`src/rtl/datamem_arbiter_if.sv`:
```
// Requester, response and DataMem-side signals shared between the arbiter and its clients.
// The slave modport is the arbiter's view; master is the requester/memory side.
interface datamem_arbiter_if;
    logic        req0;
    logic        req1;
    logic        we0;
    logic        we1;
    logic [31:0] addr0;
    logic [31:0] addr1;
    logic [31:0] wdata0;
    logic [31:0] wdata1;
    logic        gnt0;
    logic        gnt1;
    logic        done0;
    logic        done1;
    logic [31:0] rsp_rdata;
    logic        rsp_err;
    logic [31:0] mem_addr;
    logic [31:0] mem_wdata;
    logic [1:0]  mem_write;
    logic [1:0]  mem_read;
    logic [31:0] mem_rdata;

    modport slave (
        input  req0, req1, we0, we1, addr0, addr1, wdata0, wdata1, mem_rdata,
        output gnt0, gnt1, done0, done1, rsp_rdata, rsp_err,
        output mem_addr, mem_wdata, mem_write, mem_read
    );

    modport master (
        output req0, req1, we0, we1, addr0, addr1, wdata0, wdata1, mem_rdata,
        input  gnt0, gnt1, done0, done1, rsp_rdata, rsp_err,
        input  mem_addr, mem_wdata, mem_write, mem_read
    );
endinterface

```
`src/rtl/datamem_arbiter.sv`:
```
// Two-port round-robin arbiter that serialises word accesses onto a single DataMem port.
// Misaligned or out-of-range accesses complete with an error and never strobe memory.
module datamem_arbiter #(
    parameter int unsigned ADDR_LIMIT = 256
) (
    input logic              clk,
    input logic              rst,
    datamem_arbiter_if.slave bus
);
    localparam logic [1:0]  StIdle   = 2'd0;
    localparam logic [1:0]  StAccess = 2'd1;
    localparam logic [1:0]  StResp   = 2'd2;
    localparam logic [31:0] MaxAddr  = 32'(ADDR_LIMIT - 4);

    logic [1:0]  state_q, state_d;
    logic        prio_q, prio_d;
    logic        owner_q, owner_d;
    logic        we_q, we_d;
    logic        err_q, err_d;
    logic        gnt0_q, gnt0_d;
    logic        gnt1_q, gnt1_d;
    logic        done0_q, done0_d;
    logic        done1_q, done1_d;
    logic [31:0] rsp_rdata_q, rsp_rdata_d;
    logic        rsp_err_q, rsp_err_d;
    logic [31:0] mem_addr_q, mem_addr_d;
    logic [31:0] mem_wdata_q, mem_wdata_d;
    logic        mem_write_q, mem_write_d;
    logic        mem_read_q, mem_read_d;

    logic        sel;
    logic        sel_we;
    logic [31:0] sel_addr;
    logic [31:0] sel_wdata;
    logic        sel_ok;

    // prio_q names the port that wins a tie; it flips to the loser after every grant.
    always_comb begin
        sel       = (bus.req0 && bus.req1) ? prio_q : bus.req1;
        sel_we    = sel ? bus.we1 : bus.we0;
        sel_addr  = sel ? bus.addr1 : bus.addr0;
        sel_wdata = sel ? bus.wdata1 : bus.wdata0;
        sel_ok    = (sel_addr[1:0] == 2'b00) && (sel_addr <= MaxAddr);
    end

    always_comb begin
        state_d     = state_q;
        prio_d      = prio_q;
        owner_d     = owner_q;
        we_d        = we_q;
        err_d       = err_q;
        gnt0_d      = 1'b0;
        gnt1_d      = 1'b0;
        done0_d     = 1'b0;
        done1_d     = 1'b0;
        rsp_rdata_d = rsp_rdata_q;
        rsp_err_d   = rsp_err_q;
        mem_addr_d  = mem_addr_q;
        mem_wdata_d = mem_wdata_q;
        mem_write_d = 1'b0;
        mem_read_d  = 1'b0;

        case (state_q)
            StIdle: begin
                if (bus.req0 || bus.req1) begin
                    owner_d = sel;
                    we_d    = sel_we;
                    err_d   = !sel_ok;
                    prio_d  = !sel;
                    gnt0_d  = !sel;
                    gnt1_d  = sel;
                    // Strobes launch with the grant so DataMem acts on the following edge.
                    if (sel_ok) begin
                        mem_addr_d = sel_addr;
                        if (sel_we) begin
                            mem_write_d = 1'b1;
                            mem_wdata_d = sel_wdata;
                        end else begin
                            mem_read_d = 1'b1;
                        end
                    end
                    state_d = StAccess;
                end
            end
            StAccess: begin
                done0_d     = !owner_q;
                done1_d     = owner_q;
                rsp_err_d   = err_q;
                rsp_rdata_d = (err_q || we_q) ? 32'd0 : bus.mem_rdata;
                state_d     = StResp;
            end
            StResp: begin
                rsp_rdata_d = 32'd0;
                rsp_err_d   = 1'b0;
                state_d     = StIdle;
            end
            default: state_d = StIdle;
        endcase
    end

    always_ff @(posedge clk or posedge rst) begin
        if (rst) begin
            state_q     <= StIdle;
            prio_q      <= 1'b0;
            owner_q     <= 1'b0;
            we_q        <= 1'b0;
            err_q       <= 1'b0;
            gnt0_q      <= 1'b0;
            gnt1_q      <= 1'b0;
            done0_q     <= 1'b0;
            done1_q     <= 1'b0;
            rsp_rdata_q <= 32'd0;
            rsp_err_q   <= 1'b0;
            mem_addr_q  <= 32'd0;
            mem_wdata_q <= 32'd0;
            mem_write_q <= 1'b0;
            mem_read_q  <= 1'b0;
        end else begin
            state_q     <= state_d;
            prio_q      <= prio_d;
            owner_q     <= owner_d;
            we_q        <= we_d;
            err_q       <= err_d;
            gnt0_q      <= gnt0_d;
            gnt1_q      <= gnt1_d;
            done0_q     <= done0_d;
            done1_q     <= done1_d;
            rsp_rdata_q <= rsp_rdata_d;
            rsp_err_q   <= rsp_err_d;
            mem_addr_q  <= mem_addr_d;
            mem_wdata_q <= mem_wdata_d;
            mem_write_q <= mem_write_d;
            mem_read_q  <= mem_read_d;
        end
    end

    assign bus.gnt0      = gnt0_q;
    assign bus.gnt1      = gnt1_q;
    assign bus.done0     = done0_q;
    assign bus.done1     = done1_q;
    assign bus.rsp_rdata = rsp_rdata_q;
    assign bus.rsp_err   = rsp_err_q;
    assign bus.mem_addr  = mem_addr_q;
    assign bus.mem_wdata = mem_wdata_q;
    assign bus.mem_write = {1'b0, mem_write_q};
    assign bus.mem_read  = {1'b0, mem_read_q};
endmodule

```
`src/flat_wrapper.sv`:
```
// flat-port wrapper written by rule: the top's interface ports become plain ports
module datamem_arbiter_flat 
#(
    parameter int unsigned ADDR_LIMIT = 256
)
  (clk, rst, bus_req0, bus_req1, bus_we0, bus_we1, bus_addr0, bus_addr1, bus_wdata0, bus_wdata1, bus_mem_rdata, bus_gnt0, bus_gnt1, bus_done0, bus_done1, bus_rsp_rdata, bus_rsp_err, bus_mem_addr, bus_mem_wdata, bus_mem_write, bus_mem_read);
  datamem_arbiter_if bus_i ();
  input logic clk;
  input logic rst;
  input wire logic [$bits(bus_i.req0)-1:0] bus_req0;
  input wire logic [$bits(bus_i.req1)-1:0] bus_req1;
  input wire logic [$bits(bus_i.we0)-1:0] bus_we0;
  input wire logic [$bits(bus_i.we1)-1:0] bus_we1;
  input wire logic [$bits(bus_i.addr0)-1:0] bus_addr0;
  input wire logic [$bits(bus_i.addr1)-1:0] bus_addr1;
  input wire logic [$bits(bus_i.wdata0)-1:0] bus_wdata0;
  input wire logic [$bits(bus_i.wdata1)-1:0] bus_wdata1;
  input wire logic [$bits(bus_i.mem_rdata)-1:0] bus_mem_rdata;
  output wire logic [$bits(bus_i.gnt0)-1:0] bus_gnt0;
  output wire logic [$bits(bus_i.gnt1)-1:0] bus_gnt1;
  output wire logic [$bits(bus_i.done0)-1:0] bus_done0;
  output wire logic [$bits(bus_i.done1)-1:0] bus_done1;
  output wire logic [$bits(bus_i.rsp_rdata)-1:0] bus_rsp_rdata;
  output wire logic [$bits(bus_i.rsp_err)-1:0] bus_rsp_err;
  output wire logic [$bits(bus_i.mem_addr)-1:0] bus_mem_addr;
  output wire logic [$bits(bus_i.mem_wdata)-1:0] bus_mem_wdata;
  output wire logic [$bits(bus_i.mem_write)-1:0] bus_mem_write;
  output wire logic [$bits(bus_i.mem_read)-1:0] bus_mem_read;
  assign bus_i.req0 = bus_req0;
  assign bus_i.req1 = bus_req1;
  assign bus_i.we0 = bus_we0;
  assign bus_i.we1 = bus_we1;
  assign bus_i.addr0 = bus_addr0;
  assign bus_i.addr1 = bus_addr1;
  assign bus_i.wdata0 = bus_wdata0;
  assign bus_i.wdata1 = bus_wdata1;
  assign bus_i.mem_rdata = bus_mem_rdata;
  assign bus_gnt0 = bus_i.gnt0;
  assign bus_gnt1 = bus_i.gnt1;
  assign bus_done0 = bus_i.done0;
  assign bus_done1 = bus_i.done1;
  assign bus_rsp_rdata = bus_i.rsp_rdata;
  assign bus_rsp_err = bus_i.rsp_err;
  assign bus_mem_addr = bus_i.mem_addr;
  assign bus_mem_wdata = bus_i.mem_wdata;
  assign bus_mem_write = bus_i.mem_write;
  assign bus_mem_read = bus_i.mem_read;
  datamem_arbiter #(.ADDR_LIMIT(ADDR_LIMIT)) u_core (.clk(clk), .rst(rst), .bus(bus_i));
endmodule
```
`config.mk`:
```
export PLATFORM = sky130hd
export DESIGN_NAME = datamem_arbiter_flat
export DESIGN_NICKNAME = d
export VERILOG_FILES = /design/src/rtl/datamem_arbiter_if.sv /design/src/rtl/datamem_arbiter.sv /design/src/flat_wrapper.sv
export SDC_FILE = /design/constraint.sdc
export NUM_CORES = 1
export LEC_CHECK = 0
export CELL_PAD_IN_SITES_DETAIL_PLACEMENT = 1
export CELL_PAD_IN_SITES_GLOBAL_PLACEMENT = 1
export CORE_UTILIZATION = 30
export DETAILED_ROUTE_END_ITERATION = 8
export GPL_ROUTABILITY_DRIVEN = 0
export PLACE_DENSITY_LB_ADDON = 0.1
export REMOVE_ABC_BUFFERS = 1
export SYNTH_ARGS = -nofsm -noshare
export SYNTH_HDL_FRONTEND = slang
export SYNTH_SLANG_ARGS = --single-unit
```
`constraint.sdc`:
```
create_clock -name clk -period 9.1 [get_ports clk]
set_input_delay 1.365 -clock clk [delete_from_list [all_inputs] [get_ports clk]]
set_output_delay 1.365 -clock clk [all_outputs]
set_load 0.005 [all_outputs]
```
==> results of run 1 <==
[sequential cells by signal (all words and copies together), names as in the netlist]
signal	cells
u_core.bus.done0	1
u_core.bus.mem_addr	32
u_core.bus.done1	1
u_core.mem_read_q	1
u_core.we_q	1
u_core.bus.gnt0	1
u_core.owner_q	1
u_core.err_q	1
u_core.bus.gnt1	1
u_core.prio_q	1
u_core.mem_write_q	1
u_core.state_q	2
u_core.bus.rsp_rdata	32
u_core.bus.mem_wdata	32
u_core.bus.rsp_err	1
[kinds of logic (layout without fill, tap and decap cells)]
logic type,Yosys count,count (layout),share of synthesized area (%)
flops,109,109,56.6
buf+inv,64,329,5.92
fa+ha+maj,4,4,1.04
compound gates,44,44,5.42
mux,40,40,11.9
other cells,1,2,0.0778
simple gates,208,208,19.1
[worst max-delay path: cells and delay by family]
kind	cells	cell delay, ns
AOI/OAI and AO/OA	1	0.19
buffers and inverters	2	0.99
and+or+nand+nor	1	0.53
muxes	2	0.87
[final timing paths]
| check | startpoint | endpoint | slack (ns) | cells after the start |
|---|---|---|---|---|
| max reg2reg | u_core.prio_q | u_core.bus.mem_addr[2] | 6.47 | 6 |
| min in group asynchronous | rst | u_core.bus.mem_addr[27] | 1.46 | 2 |
| max | bus_req1 | u_core.bus.mem_addr[2] | 5.35 | 6 |
| min | u_core.owner_q | u_core.bus.done0 | 0.46 | 1 |
| min reg2reg | u_core.owner_q | u_core.bus.done0 | 0.46 | 1 |
| max in group asynchronous | rst | u_core.bus.mem_addr[5] | 6.42 | 3 |
[placed cells by master (no fill, tap or decap), types with 2 or more instances in the layout]
cell type                         count
sky130_fd_sc_hd__clkdlybuf4s50_1    268
sky130_fd_sc_hd__nand2_1            151
sky130_fd_sc_hd__dfrtp_1            109
sky130_fd_sc_hd__inv_1               39
sky130_fd_sc_hd__o21ai_0             34
sky130_fd_sc_hd__mux2_4              32
sky130_fd_sc_hd__and2_1              27
sky130_fd_sc_hd__nor4_1              12
sky130_fd_sc_hd__clkbuf_16            9
sky130_fd_sc_hd__nor2_1               6
sky130_fd_sc_hd__mux2_2               6
sky130_fd_sc_hd__buf_4                5
sky130_fd_sc_hd__ha_1                 4
sky130_fd_sc_hd__inv_6                3
sky130_fd_sc_hd__nand3_1              2
sky130_fd_sc_hd__nand4_1              2
sky130_fd_sc_hd__nor3_1               2
sky130_fd_sc_hd__conb_1               2
sky130_fd_sc_hd__clkinv_4             2
[final cells by class]
cell class                 count  area (um^2)
clock buffer                   9          225
clock inverter                 7         62.6
fill                        1733         7440
inverter                      40          153
multi-input combinational    298         1830
sequential                   109         2730
tap                          211          264
timing repair buffer         273         2720
[per-stage QoR]
stage	util, %	cells
after floorplan	-	447
after global placement	49.9	931
after detailed placement	49.9	931
after CTS	51.8	947
after global routing	51.8	947
final	51.8	947
[power breakdown]
group / switching, uW / internal (uW)
clock network: 194 / 192
logic: 134 / 118
registers: 10.5 / 503
total: 339 / 812
[layer usage]
layer  wire length (um)  part of all wire, %  global-route usage [%]
met4                 98                 0.64                    4.36
met3               1330                  8.7                    6.90
met1               6270                   41                    22.2
met5                  0                    0                       0
met2               7630                   50                    32.5
==> run_results.csv, run 1 <==
group,metric,value,unit
drt,drt_pass1_iterations,4,
drt,detailroute.via_count,4160,
timing,worst_pin_slew,1.03,ns
timing,finalClockSkew,0.00887,ns
floorplanning,initial_utilization,31.2,%
drt,post_drt_wl_per_cell,16.2,um
clock_network,clk_path_buf_depth,2,
worst_setup_path,crit_path_top_delay_cell,"sky130_fd_sc_hd__clkdlybuf4s50_1",
clock_network,cts.sink_count,109,
layout,diodes,0,
global_routing,vias_in_the_first_global_route,4421,
layout,ratio_of_cells_with_drive_above_1_in_the_final_layout,9.24,%
worst_setup_path,critical_path.cell_chain,"clkdlybuf4s50_1 -> a21boi_4 -> buf_4 -> mux2i_2 -> nand3_2 -> mux2_4",
placed_design,port_buffers,268,
clock_network,tritoncts,"yes",
worst_setup_path,crit_path_max_incr_delay,0.57,ns
floorplanning,die_w,129,um
timing,final.setup.tns,0,ns
timing,setup_slack,5.35,ns
synthesis,top_reg_cell_synth,"sky130_fd_sc_hd__dfrtp_1",
global_routing,grt_max_degree,57,
run_status,status,"complete, no violations",
worst_setup_path,worst_ep_required_time,9.34,ns
synthesis,synth_cells,470,
floorplanning,fp-row-count,45,
clock_network,post_cts_hold_buffer_count,0,
timing,min_period_over_period,41.2,%
synthesis,synth.ff_latch_count,109,
worst_setup_path,worst-setup-path-type,"input pin to register",
floorplanning,floorplan.die.height,129,um
synthesis,mappedNetlistArea,0.00482,mm^2
synthesis,post-synth-top-area-fraction,56.6,%
drt,detail_route.wirelength,15300,um
power_and_ir_drop,leakagePower,0.00369,uW
clock_network,post-cts-setup-buffers,0,
layout,layout.nets,901,
synthesis,dominant_cell_by_count_in_the_synthesized_netlist,"sky130_fd_sc_hd__nand2_1",
clock_network,cts_made_buffers,9,
floorplanning,die_area,0.0166,mm^2
synthesis,syn_avg_cell_area,10.3,um^2
timing,period_minus_slack,3.75,ns
synthesis,synth.area.top_cells,"sky130_fd_sc_hd__dfrtp_1 (57%), sky130_fd_sc_hd__nand2_1 (12%), sky130_fd_sc_hd__mux2_4 (10%)",
global_routing,globalRoute.totalOverflow,0,
timing,timing.slew.headroom,31.0,%
timing,report.final.setup_viol,0,
power_and_ir_drop,vdd_ir_max,0.0000849,V
clock_network,htree_levels,3,
floorplanning,boundaryPins,271,
worst_setup_path,setup.worst_path.start_class,"input pin",
hold_path,hold_path.class,"register to register",
global_routing,grt.total_usage,18.8,%
power_and_ir_drop,design_power_total,1150,uW
layout,syn_to_final_growth,65.6,%
placed_design,post-place-ws,4.93,ns
drt,drcViolationCount,0,
global_routing,initial_antenna_violation_count,0,
clock_network,clock_insertion_delay_worst_skew,0.36,ns
worst_setup_path,critPathArrivalTime,3.99,ns
synthesis,synth_warnings,0,
timing,maxClockFrequency,267,MHz
synthesis,netlist_top_cells_count,"sky130_fd_sc_hd__nand2_1 (151), sky130_fd_sc_hd__dfrtp_1 (109), sky130_fd_sc_hd__inv_1 (40), sky130_fd_sc_hd__o21ai_0 (34), sky130_fd_sc_hd__mux2_4 (32)",
global_routing,grt_pass1_wl,23600,um
synthesis,synth_top_cell_by_area,"sky130_fd_sc_hd__dfrtp_1",
timing,report.final.hold_viol_count,0,
placed_design,postPlaceCellArea,0.00770,mm^2
drt,post_drt_via_cell_ratio,4.39,
drt,detailedRoute.firstIterationViolations,147,
worst_setup_path,path_max_fanout,43,
timing,grt_setup_unrepaired,"false",
synthesis,post_synth_num_cell_types,35,
power_and_ir_drop,p_per_area,144,mW/mm^2
clock_network,ctsRootBufferMaster,"sky130_fd_sc_hd__clkbuf_16",
drt,remaining_antenna_violation_count,0,
synthesis,number_of_flops_mapped_to_enable_cells_by_yosys,0,
synthesis,yosysSeqAreaShare,56.6,%
timing,finalMaxSlewViolations,0,
timing,final.hold.worst_slack,0.459,ns
synthesis,synthArstFlopShare,100,%
floorplanning,core_area,0.0154,mm^2
placed_design,post-dp-hpwl,11600,um
worst_setup_path,worst_setup_path_end_kind,"register",
clock_network,post_cts_resized,0,
job,maxcap_viol_count,0,
layout,layout.cell_area.non_filler,0.00799,mm^2
clock_network,clock_pin_slew_reported_for_the_worst_setup_and_hold_paths_after_clock_tree_synthesis,0.08,ns
No activity file was read; power rests on OpenSTA's default activity.
==> run 2, diff against run 1 <==
CORE_UTILIZATION = 25   (was 30)
clock period = 3.2 ns   (was 9.1 ns; I/O delays follow)
==> run 2 against run 1 <==
Against the previous run:
- via count rose by 1.1%
- clock power rose to 3.0 times the previous value
- sequential share of layout area fell by 0.55 points
- power rose to 2.9 times the previous value
- cell count rose by 5.8%
- combinational power rose to 2.9 times the previous value
- non-clock buffer count rose by 6
- routed wire length fell by 0.25%
- sequential cell count did not move
- sequential power rose to 2.8 times the previous value
==> run_results.csv, run 2 (synthesis results as in run 1) <==
group,metric,value,unit
layout,mostFrequentLayoutCell,"sky130_fd_sc_hd__clkdlybuf4s50_1",
floorplanning,boundaryPins,271,
drt,post_drt_via_cell_ratio,4.20,
global_routing,vias_in_the_first_global_route,4630,
timing,worst_pin_slew,0.700,ns
worst_setup_path,timing.rr.start,"u_core.state_q[0]",
worst_setup_path,critPathArrivalTime,2.73,ns
layout,ratio_of_cells_with_drive_above_1_in_the_final_layout,9.97,%
job,maxcap_viol_count,0,
clock_network,post_cts_hold_buffer_count,0,
worst_setup_path,crit_path_capture,"u_core.bus.mem_wdata[17]",
worst_setup_path,cp-startpoint,"bus_addr1[16]",
layout,final_core_utilization,43.1,%
clock_network,ctsRootBufferMaster,"sky130_fd_sc_hd__clkbuf_16",
global_routing,grt.total_usage,16.0,%
drt,drt_pass1_iterations,4,
power_and_ir_drop,leakagePower,0.00372,uW
clock_network,cts.sink_count,109,
clock_network,clock_pin_slew_reported_for_the_worst_setup_and_hold_paths_after_clock_tree_synthesis,0.08,ns
clock_network,tritoncts,"yes",
worst_setup_path,timing.reg2reg.setup_slack,1.08,ns
worst_setup_path,worst-setup-path-type,"input pin to register",
floorplanning,fp-row-count,50,
timing,report.final.setup_viol,0,
clock_network,clock_insertion_delay_worst_skew,0.35,ns
timing,period_minus_slack,2.49,ns
placed_design,post-dp-hpwl,11800,um
placed_design,port_buffers,268,
layout,final_cell_mix,"sky130_fd_sc_hd__clkdlybuf4s50_1 (268), sky130_fd_sc_hd__nand2_1 (151), sky130_fd_sc_hd__dfrtp_1 (109), sky130_fd_sc_hd__inv_1 (39), sky130_fd_sc_hd__o21ai_0 (34)",
layout,layout.nets,907,
layout,fillers,2075,
drt,post_drt_wl_per_cell,15.3,um
global_routing,grt_max_degree,42,
drt,detailedRoute.firstIterationViolations,75,
worst_setup_path,path_max_fanout,33,
layout,diodes,0,
clock_network,post_cts_resized,0,
floorplanning,core_area,0.0188,mm^2
timing,finalMaxSlewViolations,0,
clock_network,htree_levels,3,
clock_network,post-cts-setup-buffers,0,
run_status,status,"complete, no violations",
worst_setup_path,setup.worst_path.start_class,"input pin",
clock_network,cts_made_buffers,9,
global_routing,initial_antenna_violation_count,0,
floorplanning,floorplan.die.height,141,um
global_routing,grt_pass1_wl,24500,um
drt,detailroute.via_count,4204,
drt,detail_route.wirelength,15300,um
worst_setup_path,ff2ff_path_depth,6,
worst_setup_path,r2r_end,"u_core.bus.mem_wdata[27]",
timing,min_period_over_period,77.9,%
timing,timing.slew.headroom,53.2,%
timing,report.final.hold_viol_count,0,
floorplanning,die_area,0.0198,mm^2
hold_path,hold_path.class,"register to register",
clock_network,clk_path_buf_depth,2,
drt,drcViolationCount,0,
worst_setup_path,worst_ep_required_time,3.44,ns
worst_setup_path,worst_setup_path_end_kind,"register",
drt,remaining_antenna_violation_count,0,
layout,syn_to_final_growth,68.4,%
timing,maxClockFrequency,401,MHz
timing,grt_setup_unrepaired,"false",
global_routing,globalRoute.totalOverflow,0,
timing,finalClockSkew,0.00681,ns
floorplanning,die_w,141,um
floorplanning,initial_utilization,25.6,%
power_and_ir_drop,p_per_area,410,mW/mm^2
timing,final.hold.worst_slack,0.480,ns
power_and_ir_drop,vdd_ir_max,0.000197,V
[run 2: cell count changes in the layout (fill, tap and decap cells not counted)]
cell / previous run / this run
sky130_fd_sc_hd__buf_4: 5 / 10
sky130_fd_sc_hd__clkinv_2: 0 / 2
sky130_fd_sc_hd__inv_6: 3 / 0
sky130_fd_sc_hd__buf_12: 0 / 1
sky130_fd_sc_hd__clkinv_4: 2 / 1
sky130_fd_sc_hd__bufinv_16: 0 / 1
sky130_fd_sc_hd__clkinvlp_4: 1 / 2
[run 2: final cells by class]
class	instances	area, um^2	share of cell area (%)
inverters	40	153	1.88
multi-input cells	298	1830	22.6
well taps	260	325	4.01
clock inverters	7	75.1	0.925
repair buffers	279	2780	34.2
clock buffers	9	225	2.77
flip-flops and latches	109	2730	33.6
[run 2: per-layer routing]
metal  routed length (um)  global-route usage [%]  part of all wire, %  vias to the layer above
met4                  225                    5.84                  1.5                        0
li1                     -                       -                    -                     2017
met2                 7240                    26.7                   47                      180
met1                 6300                    18.7                   41                     1994
met3                 1520                    5.98                   10                       13
met5                    0                       0                    0                        -
[run 2: worst min-delay path by stage]
| stage | depth (start not counted) | from | to | slack, ns |
|---|---|---|---|---|
| 2_1_floorplan | 1 | u_core.owner_q | u_core.bus.done0 | 0.42 |
| 3_3_place_gp | 1 | u_core.owner_q | u_core.bus.done0 | 0.47 |
| 3_5_place_dp | 1 | u_core.owner_q | u_core.bus.done0 | 0.46 |
| 4_1_cts | 1 | u_core.owner_q | u_core.bus.done0 | 0.48 |
| 5_1_grt | 1 | u_core.owner_q | u_core.bus.done0 | 0.50 |
| 6_report | 1 | u_core.owner_q | u_core.bus.done0 | 0.48 |
[run 2: per-stage QoR]
step	cells	cell area, um^2	setup TNS, ns	setup slack [ns]	total power [uW]
5_1_grt	1002	8120	0	0.650	3520
4_1_cts	1002	8120	0	0.673	3400
3_5_place_dp	986	7820	0	0.289	2240
2_1_floorplan	447	4690	-38.22	-0.672	1800
6_report	1002	8120	0	0.708	3330
3_3_place_gp	986	7820	0	0.372	2220
[run 2: power by group]
part           leakage [uW]  internal, uW  switching, uW
combinational       0.00208           347            377
clock              0.000143           612            531
sequential          0.00150          1430           30.6
[run 2: worst max-delay path: stages]
cell and delay [ns]:
sky130_fd_sc_hd__clkdlybuf4s50_1 0.40, sky130_fd_sc_hd__nor4_1 0.41, sky130_fd_sc_hd__nand4_1 0.34, sky130_fd_sc_hd__nor3_2 0.29
sky130_fd_sc_hd__o211ai_4 0.10, sky130_fd_sc_hd__buf_4 0.33, sky130_fd_sc_hd__mux2_4 0.37
==> run 3, diff against run 2 <==
CORE_UTILIZATION = 28   (was 25)
clock period = 2.6 ns   (was 3.2 ns; I/O delays follow)
==> run 3 against run 2 <==
Against the previous run:
- first-iteration DRC count is 48% higher
- clock skew hardly changed
- sequential power is 23% higher
- combinational power is 24% higher
- sequential share of layout area is 0.11 points higher
- register-to-register slack worse by 0.41 ns
- count of clock-buffer cells in the layout is 2 higher
- routed wire length is 0.65% lower
- via count is 0.26% lower
==> run_results.csv, run 3 (synthesis results as in run 1) <==
group,metric,value,unit
power_and_ir_drop,vdd_ir_max,0.000343,V
placed_design,port_buffers,268,
power_and_ir_drop,p_clk_share,33.1,%
timing,finalClockSkew,0.00723,ns
worst_setup_path,cp_bufs_invs,2,
power_and_ir_drop,comb_power_share,22.3,%
timing,period_minus_slack,2.16,ns
layout,final_cell_mix,"sky130_fd_sc_hd__clkdlybuf4s50_1 (268), sky130_fd_sc_hd__nand2_1 (151), sky130_fd_sc_hd__dfrtp_1 (109), sky130_fd_sc_hd__inv_1 (39), sky130_fd_sc_hd__o21ai_0 (34)",
clock_network,clk_path_buf_depth,2,
global_routing,grt_pass1_wl,23900,um
floorplanning,floorplan.die.height,133,um
drt,detail_route.wirelength,15200,um
global_routing,globalRoute.totalOverflow,0,
drt,post_drt_via_cell_ratio,4.36,
floorplanning,die_w,133,um
drt,post_drt_wl_per_cell,15.8,um
worst_setup_path,path_max_fanout,33,
power_and_ir_drop,p_seq_share,44.6,%
drt,drcViolationCount,0,
global_routing,vias_in_the_first_global_route,4589,
worst_setup_path,critical_path.cell_chain,"clkdlybuf4s50_1 -> nor4_1 -> nand4_1 -> nor3_2 -> o211ai_4 -> buf_12 -> mux2_4",
worst_setup_path,worst-setup-path-type,"input pin to register",
global_routing,grt_max_degree,40,
worst_setup_path,category_of_cells_accounting_for_the_largest_share_of_critical_path_delay,"simple AND/OR/NAND/NOR gates",
worst_setup_path,crit_path_top_delay_cell,"sky130_fd_sc_hd__clkdlybuf4s50_1",
worst_setup_path,crit_path_max_incr_delay,0.42,ns
clock_network,clock_pin_slew_reported_for_the_worst_setup_and_hold_paths_after_clock_tree_synthesis,0.07,ns
timing,report.final.hold_viol_count,0,
clock_network,post-cts-setup-buffers,0,
worst_setup_path,setup.worst_path.start_class,"input pin",
clock_network,post_cts_hold_buffer_count,0,
layout,layout.nets,906,
run_status,status,"complete, no violations",
clock_network,htree_levels,3,
power_and_ir_drop,design_power_total,4030,uW
global_routing,initial_antenna_violation_count,0,
drt,drt_pass1_iterations,3,
clock_network,cts.sink_count,109,
power_and_ir_drop,p_per_area,498,mW/mm^2
timing,final.hold.worst_slack,0.427,ns
power_and_ir_drop,leakagePower,0.00373,uW
worst_setup_path,cp.depth,7,
job,maxcap_viol_count,0,
layout,diodes,0,
drt,detailedRoute.firstIterationViolations,111,
clock_network,cts_made_buffers,9,
timing,min_period_over_period,83.0,%
floorplanning,core_area,0.0167,mm^2
power_and_ir_drop,switching_share,27.9,%
worst_setup_path,ff2ff_path_depth,6,
worst_setup_path,critPathArrivalTime,2.39,ns
worst_setup_path,worst_setup_path_end_kind,"register",
timing,grt_setup_unrepaired,"false",
clock_network,ctsRootBufferMaster,"sky130_fd_sc_hd__clkbuf_16",
placed_design,post-dp-hpwl,11900,um
clock_network,clock_insertion_delay_worst_skew,0.34,ns
layout,mostFrequentLayoutCell,"sky130_fd_sc_hd__clkdlybuf4s50_1",
layout,ratio_of_cells_with_drive_above_1_in_the_final_layout,9.85,%
floorplanning,die_area,0.0177,mm^2
layout,syn_to_final_growth,67.8,%
power_and_ir_drop,switching_power,1120,uW
floorplanning,initial_utilization,28.9,%
worst_setup_path,worst_ep_required_time,2.83,ns
timing,finalMaxSlewViolations,0,
hold_path,hold_path.class,"input pin to asynchronous set/reset pin",
clock_network,post_cts_resized,0,
clock_network,tritoncts,"yes",
power_and_ir_drop,intPower,2900,uW
drt,remaining_antenna_violation_count,0,
drt,detailroute.via_count,4193,
floorplanning,fp-row-count,47,
global_routing,grt.total_usage,17.5,%
timing,maxClockFrequency,464,MHz
timing,report.final.setup_viol,0,
floorplanning,boundaryPins,271,
-- run 3: cell types whose count changed in the layout (fill, tap and decap cells not counted) --
| cell | delta |
|---|---|
| sky130_fd_sc_hd__clkinv_2 | -2 |
| sky130_fd_sc_hd__clkbuf_8 | +2 |
| sky130_fd_sc_hd__buf_4 | -4 |
| sky130_fd_sc_hd__buf_12 | +3 |
| sky130_fd_sc_hd__inv_8 | -1 |
| sky130_fd_sc_hd__clkinv_4 | -1 |
| sky130_fd_sc_hd__inv_6 | +2 |
| sky130_fd_sc_hd__clkinvlp_4 | +1 |
| sky130_fd_sc_hd__bufinv_16 | -1 |
-- run 3: power by group through the flow --
stage	clock network, uW	registers (uW)	logic (uW)
2_1_floorplan	0	1830	387
3_3_place_gp	0	1830	908
3_5_place_dp	0	1830	920
4_1_cts	1390	1800	924
5_1_grt	1440	1800	1010
6_report	1330	1800	897
-- run 3: routing by layer --
layer | GRT usage [%] | wire, um | share of wire (%) | vias up
li1 | - | - | - | 2019
met1 | 20.3 | 6120 | 40 | 1999
met3 | 5.56 | 1290 | 8.5 | 10
met4 | 5.68 | 185 | 1.2 | 0
met2 | 30.5 | 7590 | 50 | 165
met5 | 0 | 0 | 0 | -
-- run 3: metrics by stage --
| step | setup WS [ns] | instances | TNS, ns | area, um^2 | util [%] |
|---|---|---|---|---|---|
| 2_1_floorplan | -1.27 | 447 | -124.80 | 4690 | - |
| 3_3_place_gp | 0.0847 | 945 | 0 | 7800 | 46.7 |
| 3_5_place_dp | 0.0387 | 945 | 0 | 7800 | 46.7 |
| 4_1_cts | 0.428 | 961 | 0 | 8090 | 48.4 |
| 5_1_grt | 0.310 | 961 | 0 | 8090 | 48.4 |
| 6_report | 0.443 | 961 | 0 | 8090 | 48.4 |
-- run 3: final cells by class --
cell class                 instances  area, um^2
clock buffer                      11         253
clock inverter                     5        40.0
fill                            1851        8610
inverter                          40         153
multi-input combinational        298        1830
sequential                       109        2730
tap                              220         275
timing repair buffer             278        2810
-- run 3: final timing paths --
check / end / slack (ns) / start
worst max-delay path: u_core.bus.mem_wdata[30] / 0.44 / bus_addr1[30]
worst min-delay path: u_core.bus.mem_addr[22] / 0.43 / rst
worst max register to register: u_core.bus.mem_wdata[30] / 0.67 / u_core.prio_q
worst min register to register: u_core.bus.done0 / 0.46 / u_core.owner_q
max in group asynchronous: u_core.bus.mem_wdata[22] / 1.58 / rst
min in group clk: u_core.bus.done0 / 0.46 / u_core.owner_q
